--- src/rtl/alu_op_sequencer.sv ---
// Instruction FIFO plus IDLE/EXEC issue FSM that drives the A/B/Y result-mux selects and enables.
// Optional build macro ALU_SEQ_DST_CHECK_EN: drop dst=000 instructions with a one-cycle err pulse.
module alu_op_sequencer #(
    parameter int DEPTH = 4
) (
    input  logic        clk,
    input  logic        reset,
    input  logic        instr_valid,
    output logic        instr_ready,
    input  logic [10:0] instr,
    output logic [3:0]  sel_A,
    output logic [3:0]  sel_B,
    output logic [3:0]  sel_Y,
    output logic        enable_A,
    output logic        enable_B,
    output logic        enable_Y,
    output logic        busy,
    output logic        err
);

    localparam int AW = $clog2(DEPTH);

    typedef enum logic {IDLE, EXEC} state_t;

    state_t      r_state, w_state_nxt;
    logic [AW:0] r_wr_ptr, r_rd_ptr;
    logic [10:0] r_mem [DEPTH];
    logic [10:0] w_head;
    logic        w_empty, w_full, w_push, w_pop;
    logic [3:0]  r_rpt_cnt, w_rpt_nxt;
    logic [3:0]  r_sel_a, r_sel_b, r_sel_y;
    logic [3:0]  w_sel_a_nxt, w_sel_b_nxt, w_sel_y_nxt;
    logic [2:0]  r_en, w_en_nxt;  // {Y, B, A}, same order as the dst field

    assign w_empty     = (r_wr_ptr == r_rd_ptr);
    assign w_full      = (r_wr_ptr[AW] != r_rd_ptr[AW]) &&
                         (r_wr_ptr[AW-1:0] == r_rd_ptr[AW-1:0]);
    assign w_push      = instr_valid && !w_full;
    assign w_head      = r_mem[r_rd_ptr[AW-1:0]];
    assign instr_ready = !w_full;
    assign busy        = !w_empty || (r_state == EXEC);

    assign sel_A    = r_sel_a;
    assign sel_B    = r_sel_b;
    assign sel_Y    = r_sel_y;
    assign enable_A = r_en[0];
    assign enable_B = r_en[1];
    assign enable_Y = r_en[2];

`ifdef ALU_SEQ_DST_CHECK_EN
    logic r_err, w_err_nxt;
    assign err = r_err;
`else
    assign err = 1'b0;
`endif

    always_comb begin
        // NOTE: every always_comb output gets a default first so no path leaves it unassigned (no latch).
        w_state_nxt = r_state;
        w_rpt_nxt   = r_rpt_cnt;
        w_en_nxt    = r_en;
        w_sel_a_nxt = r_sel_a;
        w_sel_b_nxt = r_sel_b;
        w_sel_y_nxt = r_sel_y;
        w_pop       = 1'b0;
`ifdef ALU_SEQ_DST_CHECK_EN
        w_err_nxt   = 1'b0;
`endif
        case (r_state)
            IDLE: begin
                w_en_nxt = 3'b000;
                if (!w_empty) begin
                    w_pop       = 1'b1;
                    w_state_nxt = EXEC;
                end
            end
            EXEC: begin
                if (r_rpt_cnt != 4'd0) begin
                    w_rpt_nxt = r_rpt_cnt - 4'd1;
                end else if (!w_empty) begin
                    w_pop = 1'b1;
                end else begin
                    w_en_nxt    = 3'b000;
                    w_state_nxt = IDLE;
                end
            end
            default: w_state_nxt = IDLE;
        endcase

        // Loading a popped instruction: lanes without their dst bit keep the previous select.
        if (w_pop) begin
            w_en_nxt  = w_head[6:4];
            w_rpt_nxt = w_head[10:7];
            if (w_head[4]) w_sel_a_nxt = w_head[3:0];
            if (w_head[5]) w_sel_b_nxt = w_head[3:0];
            if (w_head[6]) w_sel_y_nxt = w_head[3:0];
`ifdef ALU_SEQ_DST_CHECK_EN
            if (w_head[6:4] == 3'b000) begin
                w_rpt_nxt = 4'd0;
                w_err_nxt = 1'b1;
            end
`endif
        end
    end

    // NOTE: sequential state uses non-blocking assignments so all registers update from pre-edge values.
    always_ff @(posedge clk or negedge reset) begin
        if (!reset) begin
            r_state   <= IDLE;
            r_wr_ptr  <= '0;
            r_rd_ptr  <= '0;
            r_rpt_cnt <= 4'd0;
            r_en      <= 3'b000;
            r_sel_a   <= 4'h0;
            r_sel_b   <= 4'h0;
            r_sel_y   <= 4'h0;
        end else begin
            r_state   <= w_state_nxt;
            r_rpt_cnt <= w_rpt_nxt;
            r_en      <= w_en_nxt;
            r_sel_a   <= w_sel_a_nxt;
            r_sel_b   <= w_sel_b_nxt;
            r_sel_y   <= w_sel_y_nxt;
            if (w_push) r_wr_ptr <= r_wr_ptr + 1'b1;
            if (w_pop)  r_rd_ptr <= r_rd_ptr + 1'b1;
        end
    end

`ifdef ALU_SEQ_DST_CHECK_EN
    always_ff @(posedge clk or negedge reset) begin
        if (!reset) r_err <= 1'b0;
        else        r_err <= w_err_nxt;
    end
`endif

    // NOTE: FIFO storage is not reset; the pointers alone decide which entries are valid.
    always_ff @(posedge clk) begin
        if (w_push) r_mem[r_wr_ptr[AW-1:0]] <= instr;
    end

endmodule

--- config.mk ---
export PLATFORM = sky130hd
export DESIGN_NAME = alu_op_sequencer
export DESIGN_NICKNAME = d
export VERILOG_FILES = /design/src/rtl/alu_op_sequencer.sv
export SDC_FILE = /design/constraint.sdc
export NUM_CORES = 1
export LEC_CHECK = 0
export ABC_AREA = 0
export BUFFER_PORTS_ARGS = -buffer_cell sky130_fd_sc_hd__buf_2
export CORE_MARGIN = 8
export CORE_UTILIZATION = 35
export DETAILED_ROUTE_END_ITERATION = 6
export SYNTH_ARGS = -nofsm -noshare
export SYNTH_HDL_FRONTEND = slang
export SYNTH_SLANG_ARGS = --single-unit
--- constraint.sdc ---
create_clock -name clk -period 1.79 [get_ports clk]
set_input_delay 0.0895 -clock clk [delete_from_list [all_inputs] [get_ports clk]]
set_output_delay 0.0895 -clock clk [all_outputs]
set_load 0.05 [all_outputs]
### Word-level counts from Yosys, hierarchy flattened

Memories as Yosys holds them, arrays and structs flattened.
Cells that the tools add are included.

| storage, ports and cells | value |
|---|---|
| bits in registers | 26 |
| memory bits (writable) | 44 |
| input bits | 14 |
| output and inout bits | 18 |
| word-level logic and storage cells | 45 |
| memories | 1 |

Memory list:

| memory | words | width | read ports | clocked after memory_dff | wr ports | line | source |
|---|---|---|---|---|---|---|---|
| r_mem | 4 | 11 | 1 | 0 | 1 | 27 | `logic [10:0] r_mem [DEPTH];` |

| cells by class | value |
|---|---|
| $add $sub $neg | 3 |
| equal/unequal tests | 5 |
| multiplexer cells | 14 |
| bitwise operators | 1 |
| reduce and logical (&&, ||, !) cells | 13 |

Operator list:

| operator | number |
|---|---|
| $mux 4 | 3 |
| $reduce_and 2->1 | 5 |
| $mux 3 | 3 |
| $add 3x1->3 const B | 2 |
| $pmux 3 s2 | 1 |
| $mux 1 | 5 |
| $pmux 1 s2 | 2 |
| $reduce_bool 2->1 | 2 |
| $reduce_bool 4->1 | 1 |
| $sub 4x1->4 const B | 1 |
| $eq 3x3->1 | 1 |
| $ne 3x1->1 const B | 1 |
| $ne 3x3->1 const B | 1 |
| $eq 2x2->1 | 1 |
| $logic_and 1x1->1 | 2 |
| $logic_not 1->1 | 2 |
| $logic_or 1x1->1 | 1 |
| $ne 1x1->1 | 1 |
| $not 1->1 | 1 |

### Depth between registers and ports, before layout

| logic depth | value |
|---|---|
| depth after elaboration | 6 |
| mapped depth | 7 |
| depth with buffers taken out | 6 |

### Worst setup path after synthesis

OpenSTA, ideal clock, no wires.

| timing | value |
|---|---|
| kind | reg2reg |
| from | reg r_rpt_cnt[0] |
| to | reg r_rpt_cnt[3] |
| setup time | 0.123 ns |
| data arrival time | 1.814 ns |
| required time | 1.667 ns |
| setup slack | -0.146 ns |
| cell stages (with the launch flop) | 8 |
| path buffers | 1 |
| clock period less this slack | 1.936 ns |
| cells stage by stage | dfrtp_1 -> inv_1 -> ha_1 -> or3b_4 -> and2_1 -> buf_2 -> mux2_1 -> o221a_2 |

| on the way | value |
|---|---|
| longest elaborated chain between the ends | 5 |
| elaborated cells between the ends (all ways) | 10 |
| classes of those cells | 1 x add/sub; 5 x mux; 4 x reduce/logical |

Ends and longest elaborated chain:

| item | line | source |
|---|---|---|
| from (decl) | 30 | `logic [3:0] r_rpt_cnt, w_rpt_nxt;` |
| from (signal assigned) | 119 | `r_rpt_cnt <= w_rpt_nxt;` |
| parallel branches: the longest is 5 deep, another holds $sub 4x1->4 | n/a |  |

Several ways; the timed one is not identified. The select of a mux whose other input is x is not followed.
A chain may end at the register's enable or synchronous reset.

### Worst setup path in the final report

| timing | value |
|---|---|
| from | reg r_rpt_cnt[0] |
| to | reg r_sel_b[0], in the netlist sel_B[0] |

| on the way | value |
|---|---|
| longest elaborated chain between the ends | 4 |

Ends and longest elaborated chain:

| item | line | source |
|---|---|---|
| $reduce_bool 4->1 | 78 | `if (r_rpt_cnt != 4'd0) begin` |
| $mux 1 | 78 |  |
| $pmux 1 s2 | 69 | `case (r_state)` |
| $reduce_and 2->1 (no line) | n/a |  |
| to (signal assigned) | 122 | `r_sel_b <= w_sel_b_nxt;` |
| to (decl) | 31 | `logic [3:0] r_sel_a, r_sel_b, r_sel_y;` |

No other way between the ends.

==> results.txt <==
Detail Placement HPWL: 3.78 mm
Final Max Slew Viols: 0
Clock latency on the worst-skew pair: 0.33 ns
Starting DRT DRC Count: 49
Number of distinct library cells after synthesis: 32
Antenna cell count: 0
Layout Nets: 253
Final Hold Fails: 0
DRC Markers: 0
Clock slew at reported path FFs: 0.08 ns
Leak: 1.54 nW
Pwr Density: 1890 nW/um^2
CP max FO: 6
Rel. slew slack: 61.0%
Vias in the first global route: 1755
Hold WC Path Type: in -> reg
IO Pins: 32
TritonCTS clock tree: yes
Mapped Nets: 179
Initial antenna violation count: 0
Final Routed Wirelength: 5.54 mm
Ratio of cells with drive above 1 in the final layout: 44.7%
Syn avg cell area: 18.1 um^2
Outcome: finished with violations
Die extent in x: 106 um
GRT Overall Usage: 10.3%
Yosys Warn Count: 0
CTS buffer count: 9
Setup ws final: -0.0847 ns
Setup TNS: -0.939 ns
Setup CP Type: reg -> reg
Routed Antenna Nets: 0
Maximum root-to-sink buffer count: 2
Via-to-Cell Ratio: 4.61
CTS H-tree lvls: 3
VDD IR max: 0.933 mV
Post-Syn Area: 2860 um^2
Pwr Total: 7.10 mW
Req. time, crit path: 2.00 ns
Area of the core: 8050 um^2
Seq cells post-synth: 70
Unrepaired setup endpoints after global routing: yes
Proportion of synthesized chip area in sequential cells: 69.0%
Drt first pass iters: 4
Clk sinks: 70
Largest net degree at the start of global routing: 27
Core Rows: 33
F_max: 533 MHz
First-pass GRT wire length: 8.94 mm
Grt ovf: 0
Cell Area, Placed: 3310 um^2
Initial Utilization: 35.5%
Pin slew with the least headroom to its limit: 0.585 ns
Wire per inst: 16.2 um
Final setup fails: 14
Cells after synthesis: 158
Max-capacitance violation count: 0
Vert. Die Dim: 106 um
CP startpoint kind: register
Crit. End Element: register
Worst Skew: 0.00747 ns
Die area: 11300 um^2
Global placer's final weighted congestion: 0.734
Minimum clock period: 1.87 ns
WP data arrival: 2.09 ns
# port buffers: 30
Final instance area: 3750 um^2
Flop2flop setup slack: -0.08 ns
Syn-to-layout area delta: 31.3%
Fin crit share: 105%
Failing checks: setup timing
CTS Root Cell: clkbuf_8
Vias: 1576
[cell families (layout without fill, tap and decap cells)]
logic type      Yosys count  in the layout  synth area share [%]
simple gates             29             29                  5.83
xor+xnor                  8              8                  2.45
mux                      26             26                  15.2
compound gates            8              8                  2.89
flops                    70             70                  69.0
fa+ha+maj                 7              7                  3.07
other cells               1              1                 0.131
buf+inv                   9             88                  1.40
[area by class of cell]
cell class / instances / area [um^2]
Clock buffer: 9 / 124
Inverter: 5 / 18.8
Tap cell: 105 / 131
Sequential cell: 70 / 1970
Timing Repair Buffer: 67 / 508
Multi-Input combinational cell: 79 / 923
Clock inverter: 7 / 73.8
Fill cell: 735 / 4300
[metrics by stage]
step | utilization [%] | cells | setup slack (ns) | hold slack [ns]
after floorplan | - | 158 | -0.0709 | -0.206
after global placement | 41.1 | 309 | -0.0980 | 0.125
after detailed placement | 41.1 | 309 | -0.145 | 0.132
after CTS | 45.4 | 339 | -0.0669 | 0.218
after global routing | 46.6 | 342 | -0.140 | 0.246
final | 46.6 | 342 | -0.0847 | 0.237
[repair_timing]
item	CTS	global route
hold buffers	12	0
pin swaps	1	3
setup buffers	2	3
resized for setup	2	13
hold endpoints to repair	70	0
endpoints found under the setup margin	15	49
[sequential cells by signal, summed over array words and instances, names as in the netlist, 3 cells and up]
register,count
sel_A,4
r_rd_ptr,3
r_wr_ptr,3
r_mem,44
r_rpt_cnt,4
r_en,3
sel_Y,4
sel_B,4
[Yosys cell counts]
library cell	number	area, um^2
xnor2_1	5	43.8
a32oi_4	1	27.5
clkbuf_1	1	3.75
nor3b_1	1	7.51
mux2_4	4	60.1
and2_1	5	31.3
a31oi_1	1	6.26
o21ai_0	1	5.00
conb_1	1	3.75
a221o_1	2	20.0
buf_2	2	10.0
mux2i_1	1	10.0
xor2_1	3	26.3
or3b_4	1	11.3
buf_4	1	7.51
o221a_2	1	11.3
mux4_1	1	26.3
a21oi_1	1	5.00
ha_1	7	87.6
mux2_1	9	101
edfxtp_1	44	1320
mux2_2	1	11.3
nand3_1	3	15.0
inv_1	5	18.8
dfrtp_1	26	651
nor3_1	2	10.0
a22oi_1	1	7.51
nand2_4	3	33.8
mux4_2	10	225
nand2_1	12	45.0
and3_1	1	6.26
nand2b_1	1	6.26
[path summary, 6_finish.rpt]
| kind | startpoint | to | cells past startpoint |
|---|---|---|---|
| hold / removal | instr_valid | r_wr_ptr[0] | 5 |
| hold reg to reg | r_en[0] | r_en[0] | 2 |
| min in group asynchronous | reset | r_wr_ptr[1] | 2 |
| max in group asynchronous | reset | sel_A[1] | 2 |
| setup reg to reg | r_rpt_cnt[0] | sel_B[0] | 7 |
| setup / recovery | r_rpt_cnt[0] | sel_B[0] | 7 |
[cells in the final DEF (no fill, tap or decap), types with 2 or more instances in the layout]
cell type and count:
dlygate4sd3_1 12, ha_1 7, clkbuf_8 9, xnor2_1 5, xor2_1 3, clkinv_2 2, inv_2 2, nand3_1 3
a221o_1 2, and2_1 3, nand2_1 12, edfxtp_1 44, mux2_4 13, clkinv_4 2, buf_12 4, nor3_1 2
dfrtp_1 26, buf_2 30, buf_4 21, inv_1 3, mux4_2 10, nand2_8 3
[per-layer routing]
metal	track usage, %	vias up	share of wire [%]	wire length, um
met1	12.7	803	45	2520
met5	0	-	0	0
met4	3.32	0	0.45	25
li1	-	742	-	-
met2	16.5	27	50	2780
met3	3.63	4	3.8	211
[critical path: stages (launching register included)]
cell and delay (ns):
dfrtp_1 0.39, inv_2 0.07, ha_1 0.14, or3b_4 0.40, a32oi_4 0.20, buf_12 0.18, nand2_8 0.07, mux2_4 0.30
[power by group]
group / switching (mW) / leakage [nW] / internal, mW / total [mW]
combinational: 1.86 / 0.729 / 1.47 / 3.33
clock: 0.616 / 0.0996 / 0.648 / 1.26
sequential: 0.246 / 0.715 / 2.26 / 2.51
(Power assumes the default switching activity.)
